===== config.mk =====
export PLATFORM = sky130hd
export DESIGN_NAME = keypad_entry_ctrl
export DESIGN_NICKNAME = d
export VERILOG_FILES = /design/src/rtl/keypad_pkg.sv /design/src/rtl/key_prienc.sv /design/src/rtl/keypad_entry_ctrl.sv
export SDC_FILE = /design/constraint.sdc
export NUM_CORES = 1
export LEC_CHECK = 0
export CORE_ASPECT_RATIO = 1.25
export CORE_UTILIZATION = 40
export CTS_CLUSTER_DIAMETER = 60
export DETAILED_ROUTE_END_ITERATION = 8
export PLACE_DENSITY = 0.7
export SYNTH_ARGS = -nofsm -noshare
export SYNTH_HDL_FRONTEND = slang
export SYNTH_SLANG_ARGS = --single-unit

===== constraint.sdc =====
create_clock -name hz100 -period 6.96 [get_ports hz100]
set_input_delay 1.044 -clock hz100 [delete_from_list [all_inputs] [get_ports hz100]]
set_output_delay 1.044 -clock hz100 [all_outputs]
set_load 0.02 [all_outputs]

===== src/rtl/keypad_pkg.sv =====
// ============================================================================
//  Module   : keypad_pkg
//  Purpose  : Shared types and constants for the keypad entry controller:
//             the key-scan FSM state enum and digit-buffer geometry.
//  Revision : 1.0 - initial release
// ============================================================================
`default_nettype none

package keypad_pkg;

  localparam int NDIGITS = 8;   // digit buffer depth
  localparam int DIGIT_W = 4;   // one hex digit

  typedef enum logic [1:0] {
    IDLE     = 2'd0,
    DEBOUNCE = 2'd1,
    HELD     = 2'd2,
    RELEASE  = 2'd3
  } state_t;

endpackage

`default_nettype wire


===== src/rtl/key_prienc.sv =====
// ============================================================================
//  Module   : key_prienc
//  Purpose  : 16-to-4 priority encoder; the highest set input index wins.
//  Ports    : in[15:0]  - synchronized key levels
//             code[3:0] - index of the highest set bit (0 when none set)
//             valid     - any bit of in is set
//  Revision : 1.0 - initial release
// ============================================================================
`default_nettype none

module key_prienc (
  input  logic [15:0] in,
  output logic [3:0]  code,
  output logic        valid
);

  always_comb begin
    code  = 4'h0;
    valid = |in;
    // Ascending scan: a later (higher) set bit overwrites a lower one.
    for (int i = 0; i < 16; i++) begin
      if (in[i]) code = 4'(i);
    end
  end

endmodule

`default_nettype wire


===== src/rtl/keypad_entry_ctrl.sv =====
// ============================================================================
//  Module   : keypad_entry_ctrl
//  Purpose  : Hex keypad front end. Synchronizes raw key levels, priority
//             encodes them, debounces press/release with an FSM and shifts
//             accepted digits into an eight-digit entry buffer with clear
//             and backspace.
//  Ports    : hz100      - clock (rising edge)
//             reset      - asynchronous active-low reset
//             key[15:0]  - raw push-button levels, bit i = hex digit i
//             clr        - pulse, empties the digit buffer
//             bksp       - pulse, removes the newest digit
//             key_code   - code of the last accepted key
//             key_strobe - one-cycle pulse per accepted key event
//             digits     - eight packed digits, [3:0] newest
//             ndigits    - number of valid digits (0..8)
//             full       - ndigits == 8
//             overflow   - pulse when a key is accepted while full
//  Options  : KEYPAD_AUTOREPEAT_EN - when defined, a held key re-accepts
//             every REPEAT_CYC cycles.
//  Revision : 1.0 - initial release
// ============================================================================
`default_nettype none

module keypad_entry_ctrl
  import keypad_pkg::*;
#(
  parameter int DEBOUNCE_CYC = 3,
  parameter int REPEAT_CYC   = 50
) (
  input  logic        hz100,
  input  logic        reset,
  input  logic [15:0] key,
  input  logic        clr,
  input  logic        bksp,
  output logic [3:0]  key_code,
  output logic        key_strobe,
  output logic [31:0] digits,
  output logic [3:0]  ndigits,
  output logic        full,
  output logic        overflow
);

  localparam int c_buf_w = NDIGITS * DIGIT_W;
  localparam int c_db_w  = (DEBOUNCE_CYC > 1) ? $clog2(DEBOUNCE_CYC) : 1;

  if (DEBOUNCE_CYC < 1 || REPEAT_CYC < 1) begin : g_param_check
    $error("keypad_entry_ctrl: DEBOUNCE_CYC and REPEAT_CYC must be >= 1");
  end

  // 2-flop synchronizer on the raw key levels
  logic [15:0] r_sync1;
  logic [15:0] r_sync2;

  always_ff @(posedge hz100 or negedge reset) begin
    if (!reset) begin
      r_sync1 <= '0;
      r_sync2 <= '0;
    end else begin
      r_sync1 <= key;
      r_sync2 <= r_sync1;
    end
  end

  logic [3:0] w_code;
  logic       w_valid;

  key_prienc u_prienc (
    .in    (r_sync2),
    .code  (w_code),
    .valid (w_valid)
  );

  state_t              r_state;
  logic [3:0]          r_cand;      // candidate code, frozen once HELD
  logic [c_db_w-1:0]   r_db_cnt;
  logic [3:0]          r_key_code;
  logic                r_strobe;

  logic w_db_done;
  logic w_repeat;
  logic w_accept;

  assign w_db_done = (r_state == DEBOUNCE) && w_valid && (w_code == r_cand) &&
                     (r_db_cnt == c_db_w'(DEBOUNCE_CYC - 1));

`ifdef KEYPAD_AUTOREPEAT_EN
  localparam int c_rep_w = (REPEAT_CYC > 1) ? $clog2(REPEAT_CYC) : 1;
  logic [c_rep_w-1:0] r_rep_cnt;
  assign w_repeat = (r_state == HELD) && w_valid &&
                    (r_rep_cnt == c_rep_w'(REPEAT_CYC - 1));
`else
  assign w_repeat = 1'b0;
`endif

  // One acceptance event; drives both the strobe register and the buffer.
  assign w_accept = w_db_done || w_repeat;

  always_ff @(posedge hz100 or negedge reset) begin
    if (!reset) begin
      r_state    <= IDLE;
      r_cand     <= 4'h0;
      r_db_cnt   <= '0;
      r_key_code <= 4'h0;
      r_strobe   <= 1'b0;
`ifdef KEYPAD_AUTOREPEAT_EN
      r_rep_cnt  <= '0;
`endif
    end else begin
      r_strobe <= w_accept;
      if (w_accept) r_key_code <= r_cand;

      case (r_state)
        IDLE: begin
          if (w_valid) begin
            r_state  <= DEBOUNCE;
            r_cand   <= w_code;
            r_db_cnt <= '0;
          end
        end
        DEBOUNCE: begin
          if (!w_valid) begin
            r_state  <= IDLE;
            r_db_cnt <= '0;
          end else if (w_code != r_cand) begin
            r_cand   <= w_code;
            r_db_cnt <= '0;
          end else if (w_db_done) begin
            r_state  <= HELD;
            r_db_cnt <= '0;
`ifdef KEYPAD_AUTOREPEAT_EN
            r_rep_cnt <= '0;
`endif
          end else begin
            r_db_cnt <= r_db_cnt + c_db_w'(1);
          end
        end
        HELD: begin
          // A different code while held is ignored; only loss of valid counts.
          if (!w_valid) begin
            r_state  <= RELEASE;
            r_db_cnt <= '0;
          end
`ifdef KEYPAD_AUTOREPEAT_EN
          else if (w_repeat) r_rep_cnt <= '0;
          else               r_rep_cnt <= r_rep_cnt + c_rep_w'(1);
`endif
        end
        RELEASE: begin
          if (w_valid) begin
            // Release bounce: resume holding without a new strobe.
            r_state  <= HELD;
            r_db_cnt <= '0;
`ifdef KEYPAD_AUTOREPEAT_EN
            r_rep_cnt <= '0;
`endif
          end else if (r_db_cnt == c_db_w'(DEBOUNCE_CYC - 1)) begin
            r_state  <= IDLE;
            r_db_cnt <= '0;
          end else begin
            r_db_cnt <= r_db_cnt + c_db_w'(1);
          end
        end
        default: begin
          r_state  <= IDLE;
          r_db_cnt <= '0;
        end
      endcase
    end
  end

  // Digit buffer: clr beats bksp beats acceptance.
  logic [c_buf_w-1:0] r_digits;
  logic [3:0]         r_ndigits;
  logic               r_overflow;
  logic               w_full;

  assign w_full = (r_ndigits == 4'(NDIGITS));

  always_ff @(posedge hz100 or negedge reset) begin
    if (!reset) begin
      r_digits   <= '0;
      r_ndigits  <= 4'h0;
      r_overflow <= 1'b0;
    end else begin
      r_overflow <= w_accept && w_full;
      if (clr) begin
        r_digits  <= '0;
        r_ndigits <= 4'h0;
      end else if (bksp) begin
        if (r_ndigits != 4'h0) begin
          r_digits  <= {{DIGIT_W{1'b0}}, r_digits[c_buf_w-1:DIGIT_W]};
          r_ndigits <= r_ndigits - 4'h1;
        end
      end else if (w_accept && !w_full) begin
        r_digits  <= {r_digits[c_buf_w-DIGIT_W-1:0], r_cand};
        r_ndigits <= r_ndigits + 4'h1;
      end
    end
  end

  assign key_code   = r_key_code;
  assign key_strobe = r_strobe;
  assign digits     = r_digits;
  assign ndigits    = r_ndigits;
  assign full       = w_full;
  assign overflow   = r_overflow;

endmodule

`default_nettype wire


Word level (Yosys, flattened, before mapping)
Index checks and enable logic that the tools add are counted.

storage, ports and cells
  bits in registers = 82
  input bits = 20
  output and inout port bits = 43
  logic and storage cells = 86

operators by class
  add/subtract/negate cells = 3
  equality and inequality tests = 15
  muxes and demuxes = 43
  reduce and logical (&&, ||, !) cells = 15

operators by type and width
  cell                                                                    count
  32-bit two-way mux                                                      4
  4-bit two-way mux                                                       15
  2-bit two-way mux                                                       16
  2-bit one-hot mux with 4 select lines                                   2
  16-bit OR reduction                                                     1
  3-bit two-way mux                                                       4
  3-bit != test (second input constant)                                   3
  4-bit one-hot mux with 2 select lines                                   1
  2-bit equality test (second input constant)                             3
  2-bit != test (second input constant)                                   3
  1-bit logical AND                                                       5
  5-bit AND reduction                                                     1
  4-bit by 1-bit adder with 4-bit output (second input constant)          1
  4-bit equality test                                                     1
  4-bit equality test (second input constant)                             1
  4-bit != test                                                           1
  2-bit AND reduction                                                     2
  4-bit AND reduction                                                     1
  4-bit nonzero test                                                      1
  4-bit by 1-bit subtractor with 4-bit output (second input constant)     1
  3-bit by 2-bit != test with 1-bit output (second input constant)        1
  3-bit nonzero test                                                      1
  2-bit by 1-bit adder with 2-bit output (second input constant)          1
  2-bit by 1-bit equality test with 1-bit output (second input constant)  1
  other kinds (5)                                                         5

Logic depth before layout (Yosys ltp)
  depth after elaboration = 22
  depth in mapped cells = 8

Modules after synthesis
A second synthesis with hierarchy kept.

unflattened totals
  cell total of the unflattened synthesis = 385
  area total of the unflattened synthesis = 3931.3 µm²

modules (own cells, without submodules)
  module             times used  cells each  area an instance (µm²)  sequential area each (µm²)
  keypad_entry_ctrl  1           357         3761.1                  2052.0
  key_prienc         1           28          170.2                   0.0

Worst setup path after synthesis
Ideal clock, no wire load.

  path type = input to register
  start point = in bksp
  end point = reg r_ndigits[2], in the netlist ndigits[2]
  library setup time = 0.125 ns
  arrival time = 2.670 ns
  data required time = 6.835 ns
  setup slack = 4.165 ns
  cell stages on the path = 7
  buffers on the path = 2
  cell sequence = clkbuf_1 clkbuf_1 inv_1 fa_1 xor2_1 nor2_1 mux2_4

between the ends
  longest elaborated chain between the ends = 2
  elaborated cells between the ends (all ways) = 5
  classes of those cells = eq/ne (1); mux (2); reduce/logical (2)

RTL lines
  what                                                                                     RTL line                  source
  from (decl)                                                                              keypad_entry_ctrl.sv:34   input logic bksp,
  3-bit by 2-bit != test with 1-bit output (no source line), or another cell as far along  n/a
  2-bit AND reduction (no source line) / 4-bit two-way mux (equally long branches)         n/a
  to (signal assigned)                                                                     keypad_entry_ctrl.sv:192  r_ndigits <= r_ndigits - 4'h1;
  to (signal assigned)                                                                     keypad_entry_ctrl.sv:196  r_ndigits <= r_ndigits + 4'h1;
  to (decl)                                                                                keypad_entry_ctrl.sv:173  logic [3:0] r_ndigits;

Several ways; a longest one is shown, not always the timed one.
A chain may end at the register's enable or synchronous reset.

Worst setup path after layout
  start point = in clr
  end point = reg r_digits[27], in the netlist digits[27]

between the ends
  longest elaborated chain between the ends = 2
  elaborated cells between the ends (all ways) = 4
  classes of those cells = eq/ne (1); mux (1); reduce/logical (2)

RTL lines
  what                                                                                                    RTL line                  source
  from (decl)                                                                                             keypad_entry_ctrl.sv:33   input logic clr,
  3-bit by 2-bit != test with 1-bit output (no source line) / 3-bit nonzero test (equally long branches)  n/a
  2-bit AND reduction (no source line)                                                                    n/a
  to (signal assigned)                                                                                    keypad_entry_ctrl.sv:191  r_digits <= {{DIGIT_W{1'b0}}, r_digits[c_buf_w-1:DIGIT_W]};
  to (signal assigned)                                                                                    keypad_entry_ctrl.sv:195  r_digits <= {r_digits[c_buf_w-DIGIT_W-1:0], r_cand};
  to (decl)                                                                                               keypad_entry_ctrl.sv:172  logic [c_buf_w-1:0] r_digits;

Several ways; a longest one is shown, not always the timed one.

==> results.txt <==
The total iterations of the first detailed-routing run is 4. The arrival time at the worst endpoint is 3370 ps. The most frequent standard cell in the layout excluding fill and tap cells is sky130_fd_sc_hd__dfrtp_1.

The number of global-route vias before repair came out at roughly 2500. The number of port buffers came out at between 60 and 70. The area of the placeable core came out at 9223 um2. The startpoint kind of the worst setup timing path is a primary input. The cell count of the worst reg-to-reg path came out at 7. The total inserted antenna cells is 0. The number of max-slew violations in the final report is 0. Grouping stages by cell kind, the critical path spends the most delay in buffers and inverters. The required time at the endpoint of the critical path came out at 7180 ps. Setup violations remaining at the end of the flow were counted as 0. The relative area change from synthesis to final layout came out at 26.34%. Using the TritonRoute via totals, the vias-per-cell ratio works out to between 5 and 6. The detailed-route via count is 2568. The proportion of power drawn by flip-flops and latches came out at 0.423. The top cell type's share of synthesized area came out at 0.5326. Counting both buffers and inverters, the worst setup path holds a total of 3.

The final hold violation count came out at 0. The relative slew slack is 0.3281. After synthesis, the cell types taking the most area are sky130_fd_sc_hd__dfrtp_1 53%, sky130_fd_sc_hd__mux2_4 12%, sky130_fd_sc_hd__mux2i_1 8.6%.

The switching power of the nets is 423.6 uW. Among all flip-flop cells after synthesis, the most frequent one is sky130_fd_sc_hd__dfrtp_1. The number of antenna violations at the first check in global routing is 0. The sink count of the clock tree came out at 82. Of the total power, combinational logic draws 0.244. The critical setup path kind is primary input to flop. The register-to-register setup slack is 3810 ps.

The filler cell count in the final layout came out at 772. The critical register-to-register path startpoint is r_sync2[9]. The slew of the pin with the lowest slew margin is 1008 ps. The placed standard-cell area is 4574 um2. The cell type of the slowest stage on the worst timing path is sky130_fd_sc_hd__a21boi_4. The number of routed nets with antenna violations is 0. The die height is 111.7 um.

The initial standard-cell utilization of the core is 0.4177. The clock-pin transition on the worst setup and hold timing paths came out at 60 ps. The endpoint identified for the worst register-to-register timing path is digits[27]. The end point of the most critical hold path is r_sync2[9]. The switching part of the total is 0.3037.

Of the total power, the clock network draws 0.333. The setup TNS is 0 ps. The number of flops mapped to enable cells by yosys is 0. The internal power of the cells totals slightly below 1000 uW. The die width came out at 89.78 um. The net count of the mapped netlist came out at 337. The worst hold path cell count came out at 0. The finished layout cell area came out at 4867 um2. The remaining global-route overflow is 0.

The I/O pin count came out at 63. Summing all multi-input logic gate instances after layout gives ~1700 um2. The cell repeated most along the worst path is sky130_fd_sc_hd__buf_4. In this run the deepest clock path goes through 2 buffers. The start point of the critical path is clr.

The TritonCTS clock tree is done. The count of H-tree levels built during CTS came out at 3. The routability congestion estimate from global placement is 0.8184. Setup repair after global routing left no endpoint under its margin.

The total placed cells including tap cells is 486. The final wirelength is 7594 um. In the layout the commonest cells are 82 x sky130_fd_sc_hd__dfrtp_1, 60 x sky130_fd_sc_hd__clkdlybuf4s50_1, 40 x sky130_fd_sc_hd__nor2_1, 33 x sky130_fd_sc_hd__mux2i_1, 30 x sky130_fd_sc_hd__mux2_4. The total leakage power came out at roughly 0.0022 uW.

The synthesized netlist contains 50 unique library cells. The worst setup path is captured at a flop. The maximum number of pins on one net before global-route repair came out at 83.

The number of gates resized after cts is 0. The post-route minimum period is about 3200 ps. The cell area after synthesis came out at approximately 3900 um2. For this run, design rule violations remaining after detail routing come to 0. Dividing the final minimum period by the clock period gives 0.4535.

Counting every instance in the synthesized netlist gives 311. During synthesis, Yosys emitted a total of 0 warnings. The total half-perimeter wirelength after legalization and detailed placement is just over 5000 um. The first-pass GRT wire length came out at 12300 um.

Of the synthesized area, sequential elements account for 0.5326. In this design, the stage delay of the slowest critical-path cell is 500 ps. The number of DRC markers after the initial detailed-route iteration came out at 153. The fraction of layout cells with a size suffix above 1 came out at 0.1508. The clock latency at the later pin of the worst-skew pair came out at approximately 330 ps. The total area of sequential cells came out at 2052 um2.

The mean area per synthesized cell is 12.39 um2. The row count came out at 39. The max-cap check violation count came out at 0. The min-delay analysis places its worst path in the category flop to flop.

Counting the buffers created by CTS gives 9. Counting flops and latches in the post-synthesis netlist gives 82. After the flow finishes, the layout carries non-filler instances totaling 501. The cts-stage hold buffer count is 0. The overall track demand over capacity in global routing came out at 0.1578. The clock arrives with 5.223 ps of skew. Power spread over the standard cell area amounts to about 290 nW/um2.

On the final layout, the worst hold slack is 347.5 ps. The buffers inserted during post-CTS setup optimization is 0. Walking the worst path, the cells encountered are clkdlybuf4s50_1 > buf_4 > a21oi_1 > a21boi_4 > buf_4 > mux2_4.

The biggest fanout along the worst timing path is 34. The cell at the root of the clock tree is sky130_fd_sc_hd__clkbuf_16. Counting flops with an async set or reset pin after synthesis yields a share of 1.000. The run finished with clean final reports.

The largest total area in the synthesized netlist belongs to sky130_fd_sc_hd__dfrtp_1. The peak supply drop came out at 0.1537 mV. The startpoint identified for the worst hold timing path is r_sync1[9].

At the end of the flow, the number of nets in the layout was 400. The maximum clock frequency came out at 316.8 MHz. The area enclosed by the die boundary is between 10000 and 15000 um2. The average routed wire per standard cell came out at around 15 um.
## metal layers
metal  wire, um  GRT usage
met5          0          0
met4        105    0.06339
met3        351    0.04850
met2       3643     0.2544
met1       3494     0.1980
## worst reg2reg max path, delay by kind of cell (launching register included)
kind / cells / cell delay, ps
muxes: 1 / 350
DFF: 1 / 410
and+or+nand+nor: 2 / 960
AOI/OAI and AO/OA: 3 / 850
buffers and inverters: 1 / 460
## flip-flops by register name, indices dropped and copies added (netlist names), named ones only
signal,count
r_cand,4
r_state,1
key_code,4
key_strobe,1
digits,32
overflow,1
r_sync1,16
r_db_cnt,2
r_sync2,16
ndigits,4
## power groups by stage
stage | clock, uW | sequential, uW | combinational (uW)
2_1_floorplan | 0 | 611 | 200
3_3_place_gp | 0 | 594 | 333
3_5_place_dp | 0 | 597 | 342
4_1_cts | 474 | 589 | 345
5_1_grt | 493 | 598 | 373
6_report | 464 | 590 | 341
## final cells by class
type                            instances  share of cell area
Inverter                               11            0.008483
Multi-Input combinational cell        206              0.3491
Sequential cell                        82              0.4216
Tap cell                              123             0.03162
Clock buffer                            9             0.04627
Timing Repair Buffer                   64              0.1290
Clock inverter                          6             0.01388
## worst max-delay path by stage
| stage | endpoint | slack [ps] | cells after the start |
|---|---|---|---|
| floorplan | ndigits[2] | 4160 | 7 |
| global placement | digits[0] | 3520 | 6 |
| detailed placement | digits[13] | 3490 | 6 |
| CTS | digits[27] | 3810 | 7 |
| global route | digits[20] | 3560 | 7 |
| finish | digits[27] | 3800 | 6 |
## kinds of logic (layout without fill, tap and decap cells)
| kind of cell | count (synthesis) | count (layout) | synth area share |
|---|---|---|---|
| AOI/OAI and AO/OA | 39 | 39 | 0.07730 |
| xor gates and xnor gates | 1 | 1 | 0.002274 |
| adders and majority gates | 6 | 6 | 0.02144 |
| buffers and inverters | 23 | 90 | 0.02825 |
| DFF | 82 | 82 | 0.5326 |
| muxes | 71 | 71 | 0.2260 |
| and+or+nand+nor | 89 | 89 | 0.1120 |
## cells in the mapped netlist, types with 4 or more instances
library cell               count
sky130_fd_sc_hd__nor2_1       40
sky130_fd_sc_hd__clkbuf_1      9
sky130_fd_sc_hd__inv_1        11
sky130_fd_sc_hd__a21oi_1       5
sky130_fd_sc_hd__dfrtp_1      82
sky130_fd_sc_hd__nor4_1        4
sky130_fd_sc_hd__and2_1        4
sky130_fd_sc_hd__nor3_1        6
sky130_fd_sc_hd__ha_1          5
sky130_fd_sc_hd__nand2b_1      4
sky130_fd_sc_hd__mux2_4       30
sky130_fd_sc_hd__o31ai_1       4
sky130_fd_sc_hd__nand2_1      18
sky130_fd_sc_hd__mux2i_1      33
sky130_fd_sc_hd__mux2_1        7
## stage by stage
| stage | total power (uW) | util | setup slack, ps |
|---|---|---|---|
| CTS | 1409 | 0.5277 | 3807 |
| floorplan | 811.0 | - | 4165 |
| finish | 1395 | 0.5277 | 3804 |
| global placement | 926.8 | 0.4960 | 3518 |
| global route | 1465 | 0.5277 | 3558 |
| detailed placement | 939.6 | 0.4960 | 3493 |
No activity file was read; power rests on OpenSTA's default activity.
